==> config.mk <==
export PLATFORM = sky130hd
export DESIGN_NAME = mips_ex_operand_feeder
export DESIGN_NICKNAME = d
export VERILOG_FILES = /design/src/rtl/mips_pkg.sv /design/src/rtl/mips_reg_use_decode.sv /design/src/rtl/mips_ex_operand_feeder.sv
export SDC_FILE = /design/constraint.sdc
export NUM_CORES = 1
export LEC_CHECK = 0
export CAP_MARGIN = 30
export CORE_AREA = 2 2 135 137
export DETAILED_ROUTE_END_ITERATION = 10
export DIE_AREA = 0 0 137 139
export PLACE_DENSITY = 0.85
export SYNTH_ARGS = -nofsm -noshare
export SYNTH_HDL_FRONTEND = slang
export SYNTH_SLANG_ARGS = --single-unit
==> constraint.sdc <==
create_clock -name clk -period 2.4 [get_ports clk]
set_input_delay 0.24 -clock clk [delete_from_list [all_inputs] [get_ports clk]]
set_output_delay 0.24 -clock clk [all_outputs]
set_load 0.02 [all_outputs]
==> src/rtl/mips_pkg.sv <==
// Shared MIPS decode constants and the register-use record for the
// ID/EX operand feeder.
package mips_pkg;

    localparam int REG_W = 5;

    // Opcodes (instr[31:26])
    localparam logic [5:0] OP_RTYPE = 6'b000000;
    localparam logic [5:0] OP_BEQ   = 6'b000100;
    localparam logic [5:0] OP_BNE   = 6'b000101;
    localparam logic [5:0] OP_ADDI  = 6'b001000;
    localparam logic [5:0] OP_ADDIU = 6'b001001;
    localparam logic [5:0] OP_SLTI  = 6'b001010;
    localparam logic [5:0] OP_SLTIU = 6'b001011;
    localparam logic [5:0] OP_ANDI  = 6'b001100;
    localparam logic [5:0] OP_ORI   = 6'b001101;
    localparam logic [5:0] OP_XORI  = 6'b001110;
    localparam logic [5:0] OP_LW    = 6'b100011;
    localparam logic [5:0] OP_SW    = 6'b101011;

    // R-type function codes (instr[5:0])
    localparam logic [5:0] FN_SLL  = 6'b000000;
    localparam logic [5:0] FN_SRL  = 6'b000010;
    localparam logic [5:0] FN_SRA  = 6'b000011;
    localparam logic [5:0] FN_SLLV = 6'b000100;
    localparam logic [5:0] FN_SRLV = 6'b000110;
    localparam logic [5:0] FN_SRAV = 6'b000111;
    localparam logic [5:0] FN_ADD  = 6'b100000;
    localparam logic [5:0] FN_ADDU = 6'b100001;
    localparam logic [5:0] FN_SUB  = 6'b100010;
    localparam logic [5:0] FN_SUBU = 6'b100011;
    localparam logic [5:0] FN_AND  = 6'b100100;
    localparam logic [5:0] FN_OR   = 6'b100101;
    localparam logic [5:0] FN_XOR  = 6'b100110;
    localparam logic [5:0] FN_NOR  = 6'b100111;
    localparam logic [5:0] FN_SLT  = 6'b101010;
    localparam logic [5:0] FN_SLTU = 6'b101011;

    // Which register fields an instruction reads/writes
    typedef struct packed {
        logic             uses_rs;
        logic             uses_rt;
        logic [REG_W-1:0] dest;
        logic             is_load;
    } reg_use_t;

    // Immediate-shamt shifts take their operand from rt only
    function automatic logic is_shift_imm(input logic [5:0] funct);
        return (funct == FN_SLL) || (funct == FN_SRL) || (funct == FN_SRA);
    endfunction

    // True when a nonzero register idx is read by an instruction
    function automatic logic src_hit(input reg_use_t u,
                                     input logic [REG_W-1:0] rs,
                                     input logic [REG_W-1:0] rt,
                                     input logic [REG_W-1:0] idx);
        return (idx != '0) && ((u.uses_rs && (rs == idx)) ||
                               (u.uses_rt && (rt == idx)));
    endfunction

endpackage

==> src/rtl/mips_reg_use_decode.sv <==
// Combinational decode of a raw MIPS instruction into its register usage.
module mips_reg_use_decode
    import mips_pkg::*;
(
    input  logic [31:0] instr,
    output reg_use_t    reg_use
);

    logic [5:0] op;
    logic [5:0] funct;
    logic       unused_imm;

    assign op         = instr[31:26];
    assign funct      = instr[5:0];
    assign unused_imm = ^instr[10:6];

    // rs is read by everything except the shamt shifts; dest follows format
    always_comb begin
        reg_use         = '0;
        reg_use.uses_rs = 1'b1;
        reg_use.is_load = (op == OP_LW);
        case (op)
            OP_RTYPE: begin
                reg_use.uses_rs = !is_shift_imm(funct);
                reg_use.uses_rt = 1'b1;
                reg_use.dest    = instr[15:11];
            end
            OP_ADDI, OP_ADDIU, OP_ANDI, OP_ORI, OP_XORI,
            OP_SLTI, OP_SLTIU, OP_LW: begin
                reg_use.dest = instr[20:16];
            end
            OP_BEQ, OP_BNE, OP_SW: begin
                reg_use.uses_rt = 1'b1;
            end
            default: ;
        endcase
    end

endmodule

==> src/rtl/mips_ex_operand_feeder.sv <==
// ID/EX operand feeder: latches ID instructions into EX, resolves
// load-use hazards with a one-cycle bubble, and drives forwarded
// ALU operands. MIPS_FWD_EN enables EX/MEM and MEM/WB output
// forwarding; without it, any pending producer in EX or EX/MEM stalls
// ID and MEM/WB is covered only by write-through at capture.
module mips_ex_operand_feeder
    import mips_pkg::*;
#(
    parameter int XLEN  = 32,
    parameter int RADDR = 5
) (
    input  logic             clk,
    input  logic             reset,
    input  logic             id_valid,
    output logic             id_ready,
    input  logic [XLEN-1:0]  id_instr,
    input  logic [XLEN-1:0]  id_pc,
    input  logic [XLEN-1:0]  id_rs_data,
    input  logic [XLEN-1:0]  id_rt_data,
    input  logic             exmem_wr_en,
    input  logic [RADDR-1:0] exmem_rd,
    input  logic [XLEN-1:0]  exmem_data,
    input  logic             exmem_is_load,
    input  logic             memwb_wr_en,
    input  logic [RADDR-1:0] memwb_rd,
    input  logic [XLEN-1:0]  memwb_data,
    input  logic             flush,
    output logic             ex_valid,
    output logic [XLEN-1:0]  ex_instr,
    output logic [XLEN-1:0]  ex_reg_a,
    output logic [XLEN-1:0]  ex_reg_b,
    output logic [XLEN-1:0]  ex_pc,
    output logic [RADDR-1:0] ex_dest,
    output logic             ex_is_load
);

    logic             ex_valid_q;
    logic [XLEN-1:0]  ex_instr_q, ex_a_q, ex_b_q, ex_pc_q;
    reg_use_t         id_use, ex_use;
    logic [RADDR-1:0] id_rs, id_rt;
    logic             hazard;
    logic [XLEN-1:0]  wt_a, wt_b;

    assign id_rs = id_instr[25:21];
    assign id_rt = id_instr[20:16];

    mips_reg_use_decode u_id_dec (.instr(id_instr[31:0]),   .reg_use(id_use));
    mips_reg_use_decode u_ex_dec (.instr(ex_instr_q[31:0]), .reg_use(ex_use));

    assign ex_valid   = ex_valid_q;
    assign ex_instr   = ex_instr_q;
    assign ex_pc      = ex_pc_q;
    assign ex_dest    = ex_valid_q ? ex_use.dest : '0;
    assign ex_is_load = ex_valid_q & ex_use.is_load;

`ifdef MIPS_FWD_EN
    // Only a load in EX can't be forwarded in time
    assign hazard = ex_is_load & src_hit(id_use, id_rs, id_rt, ex_dest);
`else
    // No forwarding: wait out any in-flight producer in EX or EX/MEM
    assign hazard = (ex_valid_q & src_hit(id_use, id_rs, id_rt, ex_dest)) |
                    (exmem_wr_en & src_hit(id_use, id_rs, id_rt, exmem_rd));
`endif

    // Flush drains ID regardless of any hazard
    assign id_ready = flush | ~hazard;

    // Register file write in the same cycle as the read: take the new value
    assign wt_a = (memwb_wr_en && memwb_rd != '0 && memwb_rd == id_rs) ? memwb_data : id_rs_data;
    assign wt_b = (memwb_wr_en && memwb_rd != '0 && memwb_rd == id_rt) ? memwb_data : id_rt_data;

    // EX register: capture from ID, or load a bubble on flush/stall/idle
    always_ff @(posedge clk) begin
        if (reset || flush || !id_valid || hazard) begin
            ex_valid_q <= 1'b0;
            ex_instr_q <= '0;
            ex_a_q     <= '0;
            ex_b_q     <= '0;
            ex_pc_q    <= '0;
        end else begin
            ex_valid_q <= 1'b1;
            ex_instr_q <= id_instr;
            ex_a_q     <= wt_a;
            ex_b_q     <= wt_b;
            ex_pc_q    <= id_pc;
        end
    end

`ifdef MIPS_FWD_EN
    logic [RADDR-1:0] ex_rs, ex_rt;
    assign ex_rs = ex_instr_q[25:21];
    assign ex_rt = ex_instr_q[20:16];

    // Operand A: EX/MEM (non-load) beats MEM/WB beats latched; $0 never forwarded
    always_comb begin
        ex_reg_a = ex_a_q;
        if (ex_use.uses_rs && ex_rs != '0) begin
            if (exmem_wr_en && !exmem_is_load && exmem_rd == ex_rs)
                ex_reg_a = exmem_data;
            else if (memwb_wr_en && memwb_rd == ex_rs)
                ex_reg_a = memwb_data;
        end
    end

    // Operand B: same priority on rt
    always_comb begin
        ex_reg_b = ex_b_q;
        if (ex_use.uses_rt && ex_rt != '0) begin
            if (exmem_wr_en && !exmem_is_load && exmem_rd == ex_rt)
                ex_reg_b = exmem_data;
            else if (memwb_wr_en && memwb_rd == ex_rt)
                ex_reg_b = memwb_data;
        end
    end
`else
    logic unused_nofwd;
    assign unused_nofwd = ^{exmem_data, exmem_is_load, ex_use.uses_rs, ex_use.uses_rt};

    assign ex_reg_a = ex_a_q;
    assign ex_reg_b = ex_b_q;
`endif

endmodule

==> flow_summary_export.csv, run 1 <==
group,metric,value,unit
outcome,status,"finished, violations left",
outcome,violations,"negative setup slack",
clock_network,cts.htree.levels,4,
setup_path,cp-endpoint,"ex_instr[26]",
synth,postSynth.topFlopCell,"dfxtp_1",
setup_path,worst_path_largest_cell_delay,360,ps
setup_path,critical_path.max_fanout,7,
setup_path,timing.critical_path.depth,13,
clock_network,tritoncts,"built",
global_routing,met1_usage,0.237,
detailed_routing,route.detailed.drc,0,
setup_path,worstPathArrival,3060,ps
clock_network,cts_inserted_buffers,17,
layout,post_route_cells_drive_above_1_share,0.326,
floorplanning,start_util,0.372,
power_and_ir_drop,power.switching_fraction,0.256,
clock_network,holdBufCountCts,0,
detailed_routing,route.antenna.remaining_nets,0,
clock_network,cts_max_path_buffers,2,
detailed_routing,post_drt_via_cell_ratio,5.08,
setup_path,worstPathRequired,2710,ps
layout,count_of_fill_cells_added_during_filler_insertion,1200,
timing,clock.fmax,364,MHz
setup_path,r2r_end,"ex_instr[26]",
detailed_routing,drt_pre_antenna_iters,4,
synth,netlist_area,0.00656,mm²
detailed_routing,vias,6001,
timing,finalSetupTns,-30980,ps
timing,worst_pin_slew,410,ps
setup_path,r2r.worst_path.cells,13,
synth,synth_area_per_cell,12.1,µm²
clock_network,clk_root_buffer_cell,"clkbuf_16",
timing,final_worst_path_period_need,2750,ps
power_and_ir_drop,internal_power,4390,µW
global_routing,grt.overflow.total,0,
timing,report.final.hold_viol_count,0,
setup_path,worst-setup-path-type,"reg2reg",
setup_path,critPathSlowestCell,"dfxtp_4",
synth,yosys_register_bits,129,
floorplanning,dieWidth,137,µm
power_and_ir_drop,p_clk_frac,0.438,
synth,ys_async_sr_fraction,0,
synth,synth-warning-count,0,
setup_path,cp_top_family,"buffers and inverters",
power_and_ir_drop,netSwitchingPower,1510,µW
timing,final_critical_path_setup_slack,-348,ps
setup_path,timing.reg2reg.setup_slack,-350,ps
timing,setup_viol,131,
clock_network,path_clk_slew,60,ps
power_and_ir_drop,share_comb_of_total_power,0.185,
synth,post_synth_edffs,0,
timing,max_slew_violation_count,0,
global_routing,globalRoute.busiestLayer,"met2",
floorplanning,die_outline_area,0.0190,mm²
placed_design,place.detailed.hpwl,15300,µm
power_and_ir_drop,static-leakage-power,0.00437,µW
global_routing,global_route_usage_over_all_layers,0.222,
floorplanning,core_area,0.0177,mm²
global_routing,initial_antenna_violation_count,0,
timing,maxSlewHeadroom,0.726,
setup_path,buffering_stage_count_on_the_worst_path_with_inverters_included,7,
global_routing,grt_first_pass_wirelength,32500,µm
power_and_ir_drop,pwr-share-seq,0.377,
synth,post-synth-top-count-cell,"dfxtp_1",
hold_path,hold_path.class,"in2reg",
placed_design,place_worst_setup_slack,-639,ps
timing,grt_setup_unrepaired,"true",
detailed_routing,routed_wl,24300,µm
timing,timing.final.crit_share,1.14,
layout,area_growth_syn_to_layout,85.2,%
power_and_ir_drop,powerDensity,485,mW/mm²
global_routing,largest_net_degree_at_the_start_of_global_routing,51,
synth,synthesis.nets,752,
placed_design,numPortBuffers,311,
clock_network,clock_insertion_delay_worst_skew,420,ps
layout,num_antenna_cells,0,
power_and_ir_drop,total_power,5900,µW
flow_run,max_cap_viol_count,0,
synth,seq_area_frac_synth,0.393,
synth,syn_inst,543,
layout,fin_nets,1149,
layout,layoutNonFillerInstCount,1181,
setup_path,endpoint_kind,"flip-flop",
global_routing,met2_usage,0.398,
floorplanning,floorplan.die.height,139,µm
detailed_routing,wl_per_cell,20.6,µm
floorplanning,top_level_ports,345,
floorplanning,placementRows,49,
synth,area_share_of_the_largest_cell_type_after_synthesis,0.393,
setup_path,critical_path.cell_chain,"nor2_1, buf_4, buf_4, and2_4, a22o_4, o311ai_4, buf_4, o41ai_4, buf_4, buf_8, buf_12, clkbuf_16, nor4b_4",
power_and_ir_drop,power.ir.vdd_worst,0.485,mV
global_routing,met3_usage,0.0720,
setup_path,cp-startpoint,"ex_instr[28]",
detailed_routing,first_iter_violations,222,
clock_network,clkSinkCount,129,
global_routing,vias_in_the_first_global_route,5946,
timing,finClkSkew,9.18,ps
placed_design,placed_cells_incl_taps,1119,
synth,synth_top_cells_by_count,"dfxtp_1, nor4b_2, inv_1, mux2i_1, nor4b_1",
synth,synth.distinct_cells,51,
synth,synth_top_cells_by_area,"dfxtp_1, nor4b_2, mux2i_1, inv_1, buf_12",
placed_design,routabilityCongestion,0.893,
setup_path,startpoint_type,"flip-flop",
setup_path,path_common_cell,"buf_4",
synth,dominant_cell_type_by_area_after_synthesis,"dfxtp_1",
setup_path,critical_path.reg2reg.startpoint,"ex_instr[28]",
[worst min-delay path by stage]
stage                       startpoint           end  slack [ps]  cells past startpoint
after detailed placement  id_instr[14]  ex_instr[14]         780                      3
after global routing         id_pc[20]     ex_pc[20]         350                      3
after CTS                 id_instr[14]  ex_instr[14]         330                      3
final                        id_pc[20]     ex_pc[20]         360                      3
after floorplan                  flush  ex_instr[30]         300                      1
after global placement     id_instr[8]   ex_instr[8]         770                      3
[registers in the layout, summed over array words and instances (netlist names)]
signal,count
ex_instr,32
ex_pc,32
ex_reg_a,32
ex_reg_b,32
ex_valid,1
[worst min-delay path: stages]
cell	delay, ps
clkdlybuf4s50_1	390
inv_1	60
nor4b_2	40
[layout by cell type, fill, tap and decap left out, drive strengths merged, types with 5 or more instances in the layout]
cell type / Yosys / layout
clkbuf: 15 / 30
nor4: 7 / 7
nor3: 6 / 6
clkdlybuf4s50: 0 / 305
a21oi: 5 / 5
dfxtp: 129 / 129
buf: 33 / 105
xnor2: 16 / 16
mux2i: 65 / 65
nor2: 7 / 7
and3: 6 / 6
nor4b: 128 / 128
xor2: 7 / 7
inv: 65 / 70
nand3: 9 / 9
[layer usage]
layer | share of wire | wire length [µm]
met1 | 0.36 | 8690
met2 | 0.53 | 12800
met3 | 0.080 | 1940
met4 | 0.036 | 874
met5 | 0 | 0
[cell families after synthesis]
logic type | Yosys count | synth area share
AOI/OAI and AO/OA | 28 | 0.0398
xor gates and xnor gates | 23 | 0.0307
buffers and inverters | 113 | 0.105
DFF | 129 | 0.393
muxes | 65 | 0.0991
and+or+nand+nor | 185 | 0.331
[final cells by class]
cell class              count  area [µm²]  area share
clock buffers              18         429      0.0353
clock inverters            13         153      0.0126
inverters                  65         244      0.0201
multi-input cells         301        3910       0.321
flip-flops and latches    129        2600       0.214
well taps                 229         287      0.0236
repair buffers            426        4540       0.373
[power by group through the flow]
stage | registers [µW] | clock network, µW | logic [µW]
5_1_grt | 2230 | 2710 | 1150
3_5_place_dp | 2270 | 0 | 955
3_3_place_gp | 2270 | 0 | 943
2_1_floorplan | 2350 | 0 | 287
4_1_cts | 2230 | 2630 | 987
6_report | 2230 | 2580 | 1090
[metrics by stage]
stage	hold WS [ps]	utilization	cell area (µm²)
global placement	771	0.586	10300
detailed placement	779	0.586	10300
CTS	331	0.634	11200
global route	347	0.688	12200
floorplan	304	-	6570
finish	363	0.688	12200
[repair_timing]
action                                  in CTS  in global routing
gates cloned                                 4                 12
buffers inserted                             3                 14
endpoints found under the setup margin     135                133
resized for setup                           35                100
pin swaps                                   11                 46
Power figures use the tool's default switching activity.
==> run 2: changes to the inputs <==
--- a/config.mk
+++ b/config.mk
@@ -5,11 +5,13 @@
 export SDC_FILE = /design/constraint.sdc
 export NUM_CORES = 1
 export LEC_CHECK = 0
+export ABC_AREA = 1
 export CAP_MARGIN = 30
-export CORE_AREA = 2 2 135 137
+export CORE_AREA = 3 3 132 134
 export DETAILED_ROUTE_END_ITERATION = 10
-export DIE_AREA = 0 0 137 139
-export PLACE_DENSITY = 0.85
+export DIE_AREA = 0 0 135 137
+export HOLD_SLACK_MARGIN = 0.1
+export PLACE_DENSITY = 0.8
 export SYNTH_ARGS = -nofsm -noshare
 export SYNTH_HDL_FRONTEND = slang
 export SYNTH_SLANG_ARGS = --single-unit
==> run 2 against run 1 <==
Effect of this change: the run now ends clean; combinational power is 24% lower; count of clock-buffer cells in the layout fell by 1; critical path type is now reg2out; highest routed layer unchanged; largest cell class unchanged; fmax grew 15%; hold slack lost 12 ps; critical endpoint is now id_ready.
==> flow_summary_export.csv, run 2 <==
group,metric,value,unit
outcome,status,"complete, no violations",
detailed_routing,post_drt_via_cell_ratio,4.17,
placed_design,placed_cells_incl_taps,1248,
clock_network,path_clk_slew,60,ps
synth,post_synth_edffs,0,
power_and_ir_drop,netSwitchingPower,1330,µW
layout,multi_input_comb_area,0.00181,mm²
floorplanning,dieWidth,135,µm
detailed_routing,route.antenna.remaining_nets,0,
layout,most_common_library_cell_in_the_layout_ignoring_fill_and_taps,"clkdlybuf4s50_1",
timing,maxSlewHeadroom,0.717,
setup_path,worst-setup-path-type,"reg2out",
global_routing,largest_net_degree_at_the_start_of_global_routing,57,
timing,finClkSkew,7.16,ps
clock_network,clk_root_buffer_cell,"clkbuf_16",
detailed_routing,vias,5332,
synth,seq_area_frac_synth,0.500,
detailed_routing,routed_wl,16600,µm
synth,post-synth-top-count-cell,"inv_1",
synth,synth_top_cells_by_area,"dfxtp_1, inv_1, nor2_1, nand2_1, o21ai_0",
synth,synthesis.nets,917,
placed_design,routabilityCongestion,0.883,
setup_path,endpoint_kind,"primary output",
synth,netlist_area,0.00517,mm²
detailed_routing,drt_pre_antenna_iters,7,
detailed_routing,route.detailed.drc,0,
layout,area_growth_syn_to_layout,81.0,%
placed_design,postPlaceCellArea,0.00870,mm²
synth,yosys_register_bits,129,
floorplanning,die_outline_area,0.0185,mm²
power_and_ir_drop,power.switching_fraction,0.240,
synth,synth.distinct_cells,24,
flow_run,max_cap_viol_count,0,
synth,synth_area_per_cell,7.30,µm²
power_and_ir_drop,pwr-share-seq,0.402,
clock_network,cts_max_path_buffers,2,
synth,postSynth.topFlopCell,"dfxtp_1",
global_routing,initial_antenna_violation_count,1,
power_and_ir_drop,powerDensity,591,mW/mm²
synth,synth-warning-count,0,
timing,clock.fmax,417,MHz
layout,sequential_cell_area,0.00259,mm²
layout,post-route-util,0.570,
floorplanning,floorplan.die.height,137,µm
power_and_ir_drop,static-leakage-power,0.00456,µW
setup_path,worstPathArrival,2160,ps
floorplanning,core_area,0.0164,mm²
detailed_routing,first_iter_violations,168,
timing,worst_hold_slack,351,ps
floorplanning,placementRows,47,
timing,max_slew_violation_count,0,
timing,final_worst_path_period_need,2400,ps
clock_network,holdBufCountCts,0,
timing,worst_pin_slew,420,ps
hold_path,hold_path.class,"in2reg",
global_routing,grt_first_pass_wirelength,24500,µm
layout,count_of_fill_cells_added_during_filler_insertion,1440,
power_and_ir_drop,total_power,5530,µW
synth,ys_async_sr_fraction,0,
synth,synth_top_cells_by_count,"inv_1, nor2_1, dfxtp_1",
power_and_ir_drop,share_comb_of_total_power,0.150,
setup_path,critical_path.max_fanout,5,
synth,area_share_of_the_largest_cell_type_after_synthesis,0.500,
power_and_ir_drop,internal_power,4200,µW
clock_network,clock_insertion_delay_worst_skew,410,ps
layout,fin_nets,1257,
placed_design,place.detailed.hpwl,13000,µm
floorplanning,top_level_ports,345,
layout,fin_area,0.00935,mm²
setup_path,worstPathRequired,2160,ps
clock_network,tritoncts,"built",
clock_network,cts_inserted_buffers,17,
placed_design,numPortBuffers,311,
detailed_routing,wl_per_cell,13.0,µm
synth,syn_inst,708,
global_routing,global_route_usage_over_all_layers,0.169,
timing,timing.final.crit_share,0.999,
layout,layout_common_cells,"clkdlybuf4s50_1, inv_1, nor2_1",
global_routing,grt.overflow.total,0,
clock_network,clkSinkCount,129,
synth,dominant_cell_type_by_area_after_synthesis,"dfxtp_1",
clock_network,cts.htree.levels,4,
timing,report.final.hold_viol_count,0,
setup_path,startpoint_type,"flip-flop",
layout,layoutNonFillerInstCount,1280,
timing,grt_setup_unrepaired,"true",
timing,setup_viol,0,
power_and_ir_drop,p_clk_frac,0.448,
floorplanning,start_util,0.315,
global_routing,vias_in_the_first_global_route,4967,
layout,post_route_cells_drive_above_1_share,0.109,
power_and_ir_drop,power.ir.vdd_worst,0.469,mV
==> run 2: changes by cell type after synthesis, sizes merged, moves of 8 or more <==
cell / before / now
nor2: 7 / 145
nor4b: 128 / 0
nand2: 1 / 110
inv: 65 / 171
mux2i: 65 / 0
o21ai: 1 / 65
buf: 33 / 21
nand3: 9 / 19
nand4: 0 / 10
clkbuf: 15 / 7
==> run 2: power groups by stage <==
stage	Clock, µW	Sequential (µW)	Combinational, µW
after CTS	2530	2220	823
after detailed placement	0	2270	817
after global routing	2630	2230	899
after floorplan	0	2350	238
final	2480	2220	827
after global placement	0	2270	806
==> run 2: logic make-up after synthesis <==
| kind of cell | after synthesis | synth area share |
|---|---|---|
| and+or+nand+nor | 291 | 0.232 |
| buffers and inverters | 199 | 0.166 |
| DFF | 129 | 0.500 |
| AOI/OAI and AO/OA | 69 | 0.0678 |
| xor gates and xnor gates | 20 | 0.0339 |
==> run 2: critical path, cell delays in order (launching register included) <==
cell and delay (ps):
dfxtp_2 370, inv_2 60, nor2_4 110, nand3_2 100, nand2_4 110, nand2_2 60
nand2_2 90, nand2_2 70, nand2_1 90, nand2_1 70, nor2_2 120, nand3_1 90
nand2_1 90, nand2_2 80, nand2_2 90, nand2_2 50, buf_6 120
==> run 2: metrics by stage <==
stage | worst slack, ps | setup TNS (ps)
4_1_cts | -66.3 | -66.3
5_1_grt | -143 | -143
3_5_place_dp | -316 | -316
3_3_place_gp | -409 | -409
2_1_floorplan | 420 | 0
6_report | 2.06 | 0
==> run 2: layout make-up <==
type / instances / area share
clock inverters: 13 / 0.0148
repair buffers: 349 / 0.371
flip-flops and latches: 129 / 0.277
diodes: 1 / 0.000268
multi-input cells: 380 / 0.194
inverters: 171 / 0.0686
well taps: 220 / 0.0294
clock buffers: 17 / 0.0455
==> run 2: per-layer routing <==
| layer | wire (µm) | global-route usage |
|---|---|---|
| met1 | 6380 | 0.182 |
| met2 | 8260 | 0.296 |
| met3 | 1420 | 0.0647 |
| met4 | 519 | 0.0767 |
| met5 | 0 | 0 |
==> run 2: path summary, 6_finish.rpt <==
kind,from,to,cells after the start,slack [ps]
hold / removal,id_pc[4],ex_pc[4],3,350
setup / recovery,ex_instr[31],id_ready,16,2
hold reg to reg,ex_instr[19],ex_valid,9,1270
setup reg to reg,ex_instr[31],ex_reg_a[4],16,310
==> run 2: what timing repair did <==
item / CTS / global route
pin swaps: 2 / 15
endpoints found under the hold margin: 0 / 0
resized for setup: 14 / 29
endpoints found under the setup margin: 6 / 1
buffers inserted: 0 / 1
